--- src/rtl/wb_pkg.sv ---
// Shared types and defaults for the write-back select pipe.
package wb_pkg;

  typedef enum logic [1:0] {
    LS_WORD = 2'd0,
    LS_HALF = 2'd1,
    LS_BYTE = 2'd2,
    LS_RSVD = 2'd3
  } load_size_e;

  localparam int WB_DEF_WIDTH   = 32;
  localparam int WB_DEF_NUM_SRC = 8;

endpackage

--- src/rtl/writeback_select_pipe_if.sv ---
// Source/handshake bundle between the datapath sources, the write-back pipe
// and the register-file write port.
interface writeback_select_pipe_if import wb_pkg::*; #(
  parameter int WIDTH   = WB_DEF_WIDTH,
  parameter int NUM_SRC = WB_DEF_NUM_SRC,
  parameter int SEL_W   = $clog2(NUM_SRC)
);
  logic [NUM_SRC-1:0][WIDTH-1:0] SrcData;
  logic [SEL_W-1:0]              MemtoReg;
  load_size_e                    LoadSize;
  logic                          LoadSigned;
  logic [1:0]                    ByteOffset;
  logic                          InValid;
  logic                          InReady;
  logic [WIDTH-1:0]              WriteData;
  logic                          OutValid;
  logic                          OutReady;

  modport master (
    output SrcData, MemtoReg, LoadSize, LoadSigned, ByteOffset, InValid, OutReady,
    input  InReady, WriteData, OutValid
  );

  modport slave (
    input  SrcData, MemtoReg, LoadSize, LoadSigned, ByteOffset, InValid, OutReady,
    output InReady, WriteData, OutValid
  );
endinterface

--- src/rtl/wb_load_extract.sv ---
// Combinational sub-word load formatter (little-endian lanes).
// Only compiled when WB_LOAD_EXT_EN is defined.
`ifdef WB_LOAD_EXT_EN
module wb_load_extract import wb_pkg::*; #(
  parameter int WIDTH = WB_DEF_WIDTH
) (
  input  logic [WIDTH-1:0] data,
  input  load_size_e       LoadSize,
  input  logic             LoadSigned,
  input  logic [1:0]       ByteOffset,
  output logic [WIDTH-1:0] result
);

  logic [31:0] word_lane;
  logic [15:0] half_lane;
  logic [7:0]  byte_lane;

  function automatic logic [WIDTH-1:0] extend8(input logic [7:0] v, input logic sgn);
    logic [WIDTH-1:0] r;
    r      = {WIDTH{sgn & v[7]}};
    r[7:0] = v;
    return r;
  endfunction

  function automatic logic [WIDTH-1:0] extend16(input logic [15:0] v, input logic sgn);
    logic [WIDTH-1:0] r;
    r       = {WIDTH{sgn & v[15]}};
    r[15:0] = v;
    return r;
  endfunction

  function automatic logic [WIDTH-1:0] extend32(input logic [31:0] v, input logic sgn);
    logic [WIDTH-1:0] r;
    r       = {WIDTH{sgn & v[31]}};
    r[31:0] = v;
    return r;
  endfunction

  always_comb begin
    word_lane = data[31:0];
    byte_lane = word_lane[{ByteOffset, 3'b000} +: 8];
    half_lane = word_lane[{ByteOffset[1], 4'b0000} +: 16];
    result    = extend32(word_lane, LoadSigned);
    unique case (LoadSize)
      LS_BYTE: result = extend8(byte_lane, LoadSigned);
      LS_HALF: result = extend16(half_lane, LoadSigned);
      default: result = extend32(word_lane, LoadSigned);
    endcase
  end

endmodule
`endif

--- src/rtl/writeback_select_pipe.sv ---
// Registered write-back source selector with a two-entry valid/ready skid buffer.
// Optional sub-word load extraction on MEM_SRC when WB_LOAD_EXT_EN is defined.
module writeback_select_pipe import wb_pkg::*; #(
  parameter int WIDTH   = WB_DEF_WIDTH,
  parameter int NUM_SRC = WB_DEF_NUM_SRC,
  parameter int SEL_W   = $clog2(NUM_SRC),
  parameter int MEM_SRC = 1
) (
  input logic                    Clk,
  input logic                    Reset_n,
  writeback_select_pipe_if.slave bus
);

  logic [WIDTH-1:0] sel_data;
  logic [WIDTH-1:0] fmt_data;
  logic [WIDTH-1:0] out_reg;
  logic [WIDTH-1:0] skid_reg;
  logic             out_valid;
  logic             skid_full;
  logic             in_fire;
  logic             out_free;

  // Out-of-range selects match no entry and fall back to source 0.
  always_comb begin
    sel_data = bus.SrcData[0];
    for (int i = 1; i < NUM_SRC; i++) begin
      if (bus.MemtoReg == SEL_W'(i)) sel_data = bus.SrcData[i];
    end
  end

`ifdef WB_LOAD_EXT_EN
  logic             mem_sel;
  logic [WIDTH-1:0] ext_data;

  assign mem_sel = (bus.MemtoReg == SEL_W'(MEM_SRC));

  wb_load_extract #(.WIDTH(WIDTH)) u_load_extract (
    .data       (sel_data),
    .LoadSize   (bus.LoadSize),
    .LoadSigned (bus.LoadSigned),
    .ByteOffset (bus.ByteOffset),
    .result     (ext_data)
  );

  assign fmt_data = mem_sel ? ext_data : sel_data;
`else
  assign fmt_data = sel_data;
`endif

  assign in_fire  = bus.InValid && !skid_full;
  assign out_free = !out_valid || bus.OutReady;

  // Skid stage: out_reg feeds the consumer, skid_reg catches the beat in flight.
  always_ff @(posedge Clk or negedge Reset_n) begin
    if (!Reset_n) begin
      out_valid <= 1'b0;
      skid_full <= 1'b0;
      out_reg   <= '0;
      skid_reg  <= '0;
    end else if (out_free) begin
      if (skid_full) begin
        out_reg   <= skid_reg;
        out_valid <= 1'b1;
        skid_full <= 1'b0;
      end else if (in_fire) begin
        out_reg   <= fmt_data;
        out_valid <= 1'b1;
      end else begin
        out_valid <= 1'b0;
      end
    end else if (in_fire) begin
      skid_reg  <= fmt_data;
      skid_full <= 1'b1;
    end
  end

  assign bus.InReady   = !skid_full;
  assign bus.OutValid  = out_valid;
  assign bus.WriteData = out_reg;

endmodule
--- src/flat_wrapper.sv ---
// flat-port wrapper written by rule: the top's interface ports become plain ports
module writeback_select_pipe_flat import wb_pkg::*;
#(
  parameter int WIDTH   = WB_DEF_WIDTH,
  parameter int NUM_SRC = WB_DEF_NUM_SRC,
  parameter int SEL_W   = $clog2(NUM_SRC),
  parameter int MEM_SRC = 1
)
  (Clk, Reset_n, bus_SrcData, bus_MemtoReg, bus_LoadSize, bus_LoadSigned, bus_ByteOffset, bus_InValid, bus_OutReady, bus_InReady, bus_WriteData, bus_OutValid);
  writeback_select_pipe_if #(.WIDTH(WIDTH), .NUM_SRC(NUM_SRC), .SEL_W(SEL_W)) bus_i ();
  input logic Clk;
  input logic Reset_n;
  input wire logic [$bits(bus_i.SrcData)-1:0] bus_SrcData;
  input wire logic [$bits(bus_i.MemtoReg)-1:0] bus_MemtoReg;
  input wire logic [$bits(bus_i.LoadSize)-1:0] bus_LoadSize;
  input wire logic [$bits(bus_i.LoadSigned)-1:0] bus_LoadSigned;
  input wire logic [$bits(bus_i.ByteOffset)-1:0] bus_ByteOffset;
  input wire logic [$bits(bus_i.InValid)-1:0] bus_InValid;
  input wire logic [$bits(bus_i.OutReady)-1:0] bus_OutReady;
  output wire logic [$bits(bus_i.InReady)-1:0] bus_InReady;
  output wire logic [$bits(bus_i.WriteData)-1:0] bus_WriteData;
  output wire logic [$bits(bus_i.OutValid)-1:0] bus_OutValid;
  assign bus_i.SrcData = bus_SrcData;
  assign bus_i.MemtoReg = bus_MemtoReg;
  assign bus_i.LoadSize = bus_LoadSize;
  assign bus_i.LoadSigned = bus_LoadSigned;
  assign bus_i.ByteOffset = bus_ByteOffset;
  assign bus_i.InValid = bus_InValid;
  assign bus_i.OutReady = bus_OutReady;
  assign bus_InReady = bus_i.InReady;
  assign bus_WriteData = bus_i.WriteData;
  assign bus_OutValid = bus_i.OutValid;
  writeback_select_pipe #(.WIDTH(WIDTH), .NUM_SRC(NUM_SRC), .SEL_W(SEL_W), .MEM_SRC(MEM_SRC)) u_core (.Clk(Clk), .Reset_n(Reset_n), .bus(bus_i));
endmodule
--- config.mk ---
export PLATFORM = sky130hd
export DESIGN_NAME = writeback_select_pipe_flat
export DESIGN_NICKNAME = d
export VERILOG_FILES = /design/src/rtl/wb_pkg.sv /design/src/rtl/writeback_select_pipe_if.sv /design/src/rtl/wb_load_extract.sv /design/src/rtl/writeback_select_pipe.sv /design/src/flat_wrapper.sv
export SDC_FILE = /design/constraint.sdc
export NUM_CORES = 1
export LEC_CHECK = 0
export CELL_PAD_IN_SITES_DETAIL_PLACEMENT = 0
export CELL_PAD_IN_SITES_GLOBAL_PLACEMENT = 1
export CORE_ASPECT_RATIO = 1.75
export CORE_MARGIN = 2
export CORE_UTILIZATION = 29
export CTS_BUF_LIST = sky130_fd_sc_hd__clkbuf_4
export DETAILED_ROUTE_END_ITERATION = 8
export GPL_ROUTABILITY_DRIVEN = 1
export GPL_TIMING_DRIVEN = 0
export PLACE_DENSITY = 0.85
export SYNTH_ARGS = -nofsm -noshare
export SYNTH_HDL_FRONTEND = slang
export SYNTH_SLANG_ARGS = --single-unit
--- constraint.sdc ---
create_clock -name Clk -period 1.9 [get_ports Clk]
set_clock_uncertainty 0.05 [all_clocks]
set_input_delay 0.38 -clock Clk [delete_from_list [all_inputs] [get_ports Clk]]
set_output_delay 0.38 -clock Clk [all_outputs]
set_load 0.005 [all_outputs]
# --- Yosys cells after proc, flatten, opt, wreduce, memory -nomap -nowiden ---
# Index checks and enable logic that the tools add are counted.
totals:
  regBits: 66
  latchBits: 0
  ramBits: 0
  rom_bits: 0
  in_bits: 268
  word_cells: 33
  n_memories: 0
classes:
  n_addsub: 0
  mul: 0
  n_div: 0
  magnitude_cmp: 0
  eq_ne: 7
  shifts: 0
  mux: 13
  bitwise: 1
  n_reduce_logical: 8
ops:
  columns: ["cell", "n"]
  rows:
  - ["$mux 32", 9]
  - ["$eq 3x3->1 const B", 4]
  - ["$eq 3x2->1 const B", 2]
  - ["$mux 1", 4]
  - ["$reduce_and 2->1", 2]
  - ["$reduce_bool 2->1", 2]
  - ["$eq 3x1->1 const B", 1]
  - ["$logic_not 1->1", 2]
  - ["$logic_and 1x1->1", 1]
  - ["$logic_or 1x1->1", 1]
  - ["$not 1->1", 1]

# --- Depth between registers and ports, before layout ---
# Gate-level depths: netlist of run 1.
depth:
  depth_word: 10
  ltp_mapped: 7
  ltp_nobuf: 4

# --- Worst setup path after synthesis of run 1 ---
# OpenSTA, ideal clock, no wires.
synth_path:
  path_type: "input to register"
  from: "in bus_MemtoReg[0]"
  to: "reg u_core.out_reg[7] (netlist: u_core.bus.WriteData[7])"
  setup_ns: 0.141
  t_arrival_ns: 1.473
  required_ns: 1.709
  slack_ns: 0.235
  path_stages: 7
  path_cell_list: "buf_6 > and3b_1 > buf_6 > buf_8 > a22o_1 > o31ai_2 > a31oi_1"
synth_between:
  elab_chain_cells: 10
  word_cells_on_any_way: 16
synth_rtl:
  columns: ["item", "line_no", "text"]
  rows:
  - ["from (decl)", "flat_wrapper.sv:14", "input wire logic [$bits(bus_i.MemtoReg)-1:0] bus_MemtoReg;"]
  - ["$eq 3x1->1", "writeback_select_pipe.sv:27", "if (bus.MemtoReg == SEL_W'(i)) sel_data = bus.SrcData[i];"]
  - ["$mux 32 (6 in series)", "writeback_select_pipe.sv:27", null]
  - ["$mux 32 *", "writeback_select_pipe.sv:27", null]
  - ["$mux 32 *", "writeback_select_pipe.sv:65", "end else if (in_fire) begin"]
  - ["$mux 32 *", "writeback_select_pipe.sv:61", "if (skid_full) begin"]
  - ["to (signal assigned)", "writeback_select_pipe.sv:62", "out_reg <= skid_reg;"]
  - ["to (signal assigned)", "writeback_select_pipe.sv:66", "out_reg <= fmt_data;"]
  - ["to (decl)", "writeback_select_pipe.sv:16", "logic [WIDTH-1:0] out_reg;"]
# Mark *: on every way between the ends. The rest lies on a longest branch, timed or not. The select of a mux whose other input is x is not followed.
# A chain may end at the register's enable or synchronous reset.

# --- Final worst setup path of run 1 ---
layout_path:
  from: "in bus_MemtoReg[1]"
  to: "reg u_core.out_reg[3] (netlist: u_core.bus.WriteData[3])"
# Same word-level chain as after synthesis.

==> flow_summary.json, run 1 <==
{
  "ys_warn_count": 0,
  "place_inst": 1236,
  "maxCapViolCount": 0,
  "clkTransAtPathRegs_ps": 130,
  "regToRegSetupSlack_ps": 240,
  "grt_start_max_net_pins": 67,
  "core_area_sq_mm": 0.01957,
  "hold_viol_final": 9,
  "worstPathArrival_ps": 2140,
  "nets": 1270,
  "initial_core_util_pct": 29.25,
  "grt_pass1_vias": 7005,
  "vias": 6845,
  "via_per_inst": 5.437,
  "synth_flop_cell": "dfrtp_1",
  "insertion_delay_ps": 420,
  "cts_buffer_depth": 2,
  "die_area_sq_mm": 0.02092,
  "drive_above_1_share_pct": 12.12,
  "numClockSinks": 66,
  "powerDensity_mw_per_mm2": 572.1,
  "die_w_microns": 110.2,
  "drt_iter0_markers": 369,
  "synth.distinct_cells": 27,
  "slew_violations": 0,
  "syn-cell-area_sq_mm": 0.005723,
  "wl_per_cell_microns": 22.63,
  "cpPeakStageDelay_ps": 500,
  "ios": 302,
  "reg2reg_depth": 5,
  "ir_drop_v": 0.0003458,
  "rows": 68,
  "finalWeightedCongestion": 0.9401,
  "cpMaxStageDelayCell": "clkdlybuf4s50_1",
  "grt_pass1_wl_microns": 41720,
  "drc": 0,
  "timing.slew.headroom_pct": 42.44,
  "die_h_microns": 189.8,
  "detailed_place_hpwl_microns": 23010,
  "htreeDepth": 3,
  "postRouteAntennaNets": 0,
  "seq_area_frac_synth_pct": 28.86,
  "cts_tree": "built",
  "ys_ff_latch": 66,
  "multi_input_area_sq_mm": 0.003650,
  "synthToLayoutAreaGrowth_pct": 62.61,
  "critical-path-top-delay-family": "buffers and inverters",
  "period_share_pct": 99.67,
  "hold_buffers": 0,
  "track_usage_pct": 27.17,
  "p_leak_nw": 3.585,
  "path_buf_inv": 3,
  "status": "finished, violations left",
  "path_cells": "clkdlybuf4s50_1 -> and3b_1 -> buf_6 -> buf_8 -> a22o_1 -> o31ai_2 -> a31oi_1",
  "cp-start-kind": "primary input",
  "post_cts.repair.setup_buffers": 0,
  "drtPass1Iterations": 5,
  "clock.fmax_mhz": 528.1,
  "synth_edf_count": 0,
  "post-route-min-period_ps": 1894,
  "nFillCells": 1985,
  "end_kind": "flop",
  "wirelength_microns": 28490,
  "tightest_slew_ps": 863.4,
  "crit_fanout": 10,
  "register_area_sq_mm": 0.001652,
  "min_path_type": "in2async",
  "setup-violations-final": 0,
  "worstPathRequired_ps": 2150,
  "portBuffers": 295,
  "grt_util_met3_pct": 4.008,
  "holdWs_ps": -18.95,
  "clockRootBuffer": "clkbuf_4",
  "grtUsageMet1_pct": 31.91,
  "syn_avg_cell_area_sq_um": 8.223,
  "reg2reg_to": "u_core.bus.WriteData[15]",
  "r2r_start": "u_core.bus.OutValid",
  "cts_inserted_buffers": 9,
  "syn_inst": 696,
  "violations": "negative hold slack",
  "stdcell_count": 1259,
  "grt_overflow_total": 0,
  "cp.depth": 7,
  "async_flop_share_pct": 100.0,
  "grt.busiest_layer": "met2",
  "worstSetupPathType": "in2reg",
  "antenna_found_initial": 7,
  "use_met2_pct": 47.31,
  "synth_fp_nets": 964
}
-- through the flow --
| stage | total power, W | utilization [%] | setup TNS (ps) | area (sq um) | worst slack (ps) |
|---|---|---|---|---|---|
| floorplan | 0.002909 | - | 0 | 5723 | 235.3 |
| global placement | 0.004215 | 45.90 | -159110 | 8982 | -1744 |
| detailed placement | 0.004257 | 45.89 | -46080 | 8980 | -861.3 |
| CTS | 0.005298 | 46.89 | 0 | 9175 | 3.324 |
| global route | 0.005602 | 47.56 | -12.48 | 9306 | -12.48 |
| finish | 0.005324 | 47.56 | 0 | 9306 | 6.351 |
-- power by group --
group | internal (W) | switching (W) | total [W]
Clock | 0.000518 | 0.000525 | 0.00104
Sequential | 0.00174 | 0.000203 | 0.00194
Combinational | 0.00131 | 0.00103 | 0.00234
Total | 0.00356 | 0.00176 | 0.00532
-- worst max-delay path by stage --
stage / from / end / slack, ps
2_1_floorplan: bus_MemtoReg[0] / u_core.bus.WriteData[7] / 240
3_3_place_gp: Reset_n / u_core.skid_reg[5] / -1740
3_5_place_dp: bus_MemtoReg[2] / u_core.skid_reg[30] / -860
4_1_cts: bus_MemtoReg[1] / u_core.skid_reg[9] / 3
5_1_grt: bus_MemtoReg[1] / u_core.skid_reg[10] / -10
6_report: bus_MemtoReg[1] / u_core.bus.WriteData[3] / 6
-- cells in the final DEF (no fill, tap or decap), drive strengths merged, types with 2 or more instances in the layout --
cell / instances
a21oi: 64
a22o: 32
a31oi: 64
and3: 2
buf: 29
bufinv: 2
clkbuf: 55
clkdlybuf4s50: 293
clkinv: 4
dfrtp: 66
diode: 7
inv: 33
mux2i: 32
nand2: 66
nand2b: 66
nand3b: 64
nor2: 34
o221ai: 32
o22ai: 32
o31ai: 32
-- cell usage after synthesis (17+ instances only) --
cell type | count | share of area [%]
a31oi_1 | 64 | 7.0
nand2b_1 | 65 | 7.1
mux2i_1 | 32 | 5.6
dfrtp_1 | 66 | 29
o221ai_1 | 22 | 3.4
nand2_1 | 66 | 4.3
nor2_1 | 34 | 2.2
a21oi_1 | 64 | 5.6
o31ai_2 | 29 | 6.3
o22ai_1 | 32 | 3.5
inv_1 | 33 | 2.2
clkbuf_1 | 43 | 2.8
a22o_1 | 32 | 4.9
nand3b_1 | 64 | 8.4
buf_2 | 17 | 1.5
-- worst register-to-register path: stages, from the launching register on --
cell and delay, ps:
dfrtp_1 360, nand2b_1 130, nand2_1 210, clkbuf_1 520, o22ai_1 160, a31oi_1 170
-- area by class of cell --
cell class	instances	share of cell area [%]
clock buffers	9	0.7260
inverters	33	1.331
clock inverters	7	0.9008
well taps	245	3.294
plain buffers	74	4.867
flip-flops and latches	66	17.75
multi-input cells	523	39.22
diodes	7	0.1882
repair buffers	295	31.73
-- what timing repair did --
action | CTS | global route
resized for setup | 25 | 49
pin swaps | 1 | 1
endpoints found under the setup margin | 62 | 64
-- per-layer routing --
| layer | part of all wire (%) | wire length, microns | up-vias |
|---|---|---|---|
| li1 | - | - | 3201 |
| met1 | 38 | 10770 | 3294 |
| met2 | 52 | 14820 | 288 |
| met3 | 5.4 | 1531 | 62 |
| met4 | 4.8 | 1370 | 0 |
| met5 | 0 | 0 | - |
-- cells by family after synthesis --
logic type             count (synthesis)  synth area share, %
muxes                                 32                5.597
buffers and inverters                107                8.898
DFF                                   66                28.86
and+or+nand+nor                      234                22.80
AOI/OAI and AO/OA                    257                33.84
Note: power is estimated with default switching activity, not from simulation.
==> run 2, diff against run 1 <==
--- a/config.mk
+++ b/config.mk
@@ -8,7 +8,6 @@
 export CELL_PAD_IN_SITES_DETAIL_PLACEMENT = 0
 export CELL_PAD_IN_SITES_GLOBAL_PLACEMENT = 1
 export CORE_ASPECT_RATIO = 1.75
-export CORE_MARGIN = 2
 export CORE_UTILIZATION = 29
 export CTS_BUF_LIST = sky130_fd_sc_hd__clkbuf_4
 export DETAILED_ROUTE_END_ITERATION = 8
==> constraint.sdc (replaced) <==
create_clock -name Clk -period 2 [get_ports Clk]
set_clock_uncertainty 0.05 [all_clocks]
set_input_delay 0.4 -clock Clk [delete_from_list [all_inputs] [get_ports Clk]]
set_output_delay 0.4 -clock Clk [all_outputs]
set_load 0.005 [all_outputs]
==> run 2 against run 1 <==
  * The flow now finishes without violations
  * Sequential share of layout area up 0.24 points
  * Power down 8.1%
  * Critical endpoint is now u_core.bus.WriteData[27]
  * Sequential cell count unchanged
  * Clock-buffer cell count up 1
  * Utilization up 0.061 points
  * Non-clock buffer count unchanged
  * Routed wire length down 2.7%
==> flow_summary.json, run 2 (synthesis gave the netlist of run 1 again) <==
{
  "dp_slack_ps": -722.2,
  "setup-violations-final": 0,
  "numClockSinks": 66,
  "final_common_cell": "clkdlybuf4s50_1",
  "vias": 6781,
  "p_leak_nw": 3.535,
  "postRouteAntennaNets": 0,
  "end_kind": "flop",
  "grt_pass1_wl_microns": 41230,
  "status": "completed",
  "drive_above_1_share_pct": 11.02,
  "die_area_sq_mm": 0.02032,
  "post-route-min-period_ps": 1971,
  "wl_per_cell_microns": 22.07,
  "ir_drop_v": 0.0003347,
  "timing.slew.headroom_pct": 42.82,
  "slew_violations": 0,
  "worstPathRequired_ps": 2210,
  "maxCapViolCount": 0,
  "track_usage_pct": 27.47,
  "grt_start_max_net_pins": 67,
  "worstSetupPathType": "in2reg",
  "cp-start-kind": "primary input",
  "die_h_microns": 187.8,
  "grt_overflow_total": 0,
  "use_met2_pct": 48.63,
  "nFillCells": 1969,
  "wirelength_microns": 27720,
  "core_area_sq_mm": 0.01928,
  "antenna_found_initial": 8,
  "worstPathArrival_ps": 2190,
  "synthToLayoutAreaGrowth_pct": 60.43,
  "grt_pass1_vias": 6977,
  "setup_ws_ps": 29.36,
  "cts_tree": "built",
  "crit_fanout": 10,
  "clock.fmax_mhz": 507.4,
  "drc": 0,
  "power_w": 0.004894,
  "final_cell_mix": "clkdlybuf4s50_1, nand2_1, dfrtp_1",
  "post_cts.repair.setup_buffers": 0,
  "multi_input_area_sq_mm": 0.003572,
  "insertion_delay_ps": 410,
  "portBuffers": 295,
  "cts_buffer_depth": 2,
  "final_area_sq_mm": 0.009181,
  "tightest_slew_ps": 857.6,
  "powerDensity_mw_per_mm2": 533.0,
  "hold_viol_final": 0,
  "placed_area_sq_mm": 0.008975,
  "clockRootBuffer": "clkbuf_4",
  "grtUsageMet1_pct": 32.26,
  "detailed_place_hpwl_microns": 22280,
  "register_area_sq_mm": 0.001652,
  "cts_inserted_buffers": 9,
  "drt_iter0_markers": 260,
  "final_util_pct": 47.62,
  "min_path_type": "in2async",
  "rsz0062_at_grt": "false",
  "period_share_pct": 98.53,
  "drtPass1Iterations": 7,
  "clkTransAtPathRegs_ps": 120,
  "finalWeightedCongestion": 0.9032,
  "nets": 1270,
  "rows": 67,
  "via_per_inst": 5.399,
  "htreeDepth": 3,
  "grt_util_met3_pct": 3.545,
  "die_w_microns": 108.2,
  "ios": 302,
  "grt.busiest_layer": "met2",
  "initial_core_util_pct": 29.68
}
==> run 2: cell count changes in the layout (fill, tap and decap cells not counted), sizes merged <==
cell and delta:
clkinvlp +1, buf -1, bufinv -1, clkbuf +2
clkdlybuf4s50 +1, diode +1, clkinv -1, dlymetal6s2s -1
==> run 2: area by class of cell <==
type | instances | share of cell area [%]
flip-flops and latches | 66 | 17.99
inverters | 33 | 1.349
repair buffers | 295 | 32.13
clock inverters | 6 | 0.6269
diodes | 8 | 0.2180
clock buffers | 10 | 0.8177
multi-input cells | 523 | 38.91
plain buffers | 74 | 4.674
well taps | 241 | 3.284
==> run 2: path summary, 6_finish.rpt <==
check	startpoint	end	slack [ps]	depth (start not counted)
min in group Clk	u_core.skid_reg[31]	u_core.skid_reg[31]	510	2
max reg2reg	u_core.bus.OutValid	u_core.bus.WriteData[31]	160	5
max in group asynchronous	Reset_n	u_core.bus.WriteData[4]	1300	1
min	Reset_n	u_core.bus.WriteData[21]	20	1
min reg2reg	u_core.skid_reg[31]	u_core.skid_reg[31]	510	2
max	bus_MemtoReg[2]	u_core.bus.WriteData[27]	30	6
==> run 2: stage by stage <==
stage                     instances  hold WS (ps)  setup TNS (ps)
after global placement         1232         480.3         -144230
final                          1256         23.82               0
after floorplan                 696         54.41               0
after CTS                      1248         29.58               0
after global routing           1256         49.96               0
after detailed placement       1232         492.6          -38240
==> run 2: layer usage <==
metal  up-vias  routed length, microns
li1       3214                       -
met2       275                   14340
met5         -                       0
met3        44                    1390
met1      3248                   11010
met4         0                     976
==> run 2: report_power, final <==
group,internal (W),total (W),switching [W]
clock,0.000385,0.000889,0.000504
combinational,0.00122,0.00218,0.000951
sequential,0.00165,0.00183,0.000178
total,0.00326,0.00489,0.00163
==> run 2: timing repair <==
action	CTS	global route
cloned	0	0
hold buffers	0	0
endpoints found under the setup margin	60	62
hold endpoints to repair	0	0
resized for setup	16	28
==> run 2: critical path, stage by stage <==
cell and delay [ps]:
clkdlybuf4s50_1 460, buf_2 220, clkbuf_1 310, a22o_1 310
o31ai_2 330, a31oi_1 150
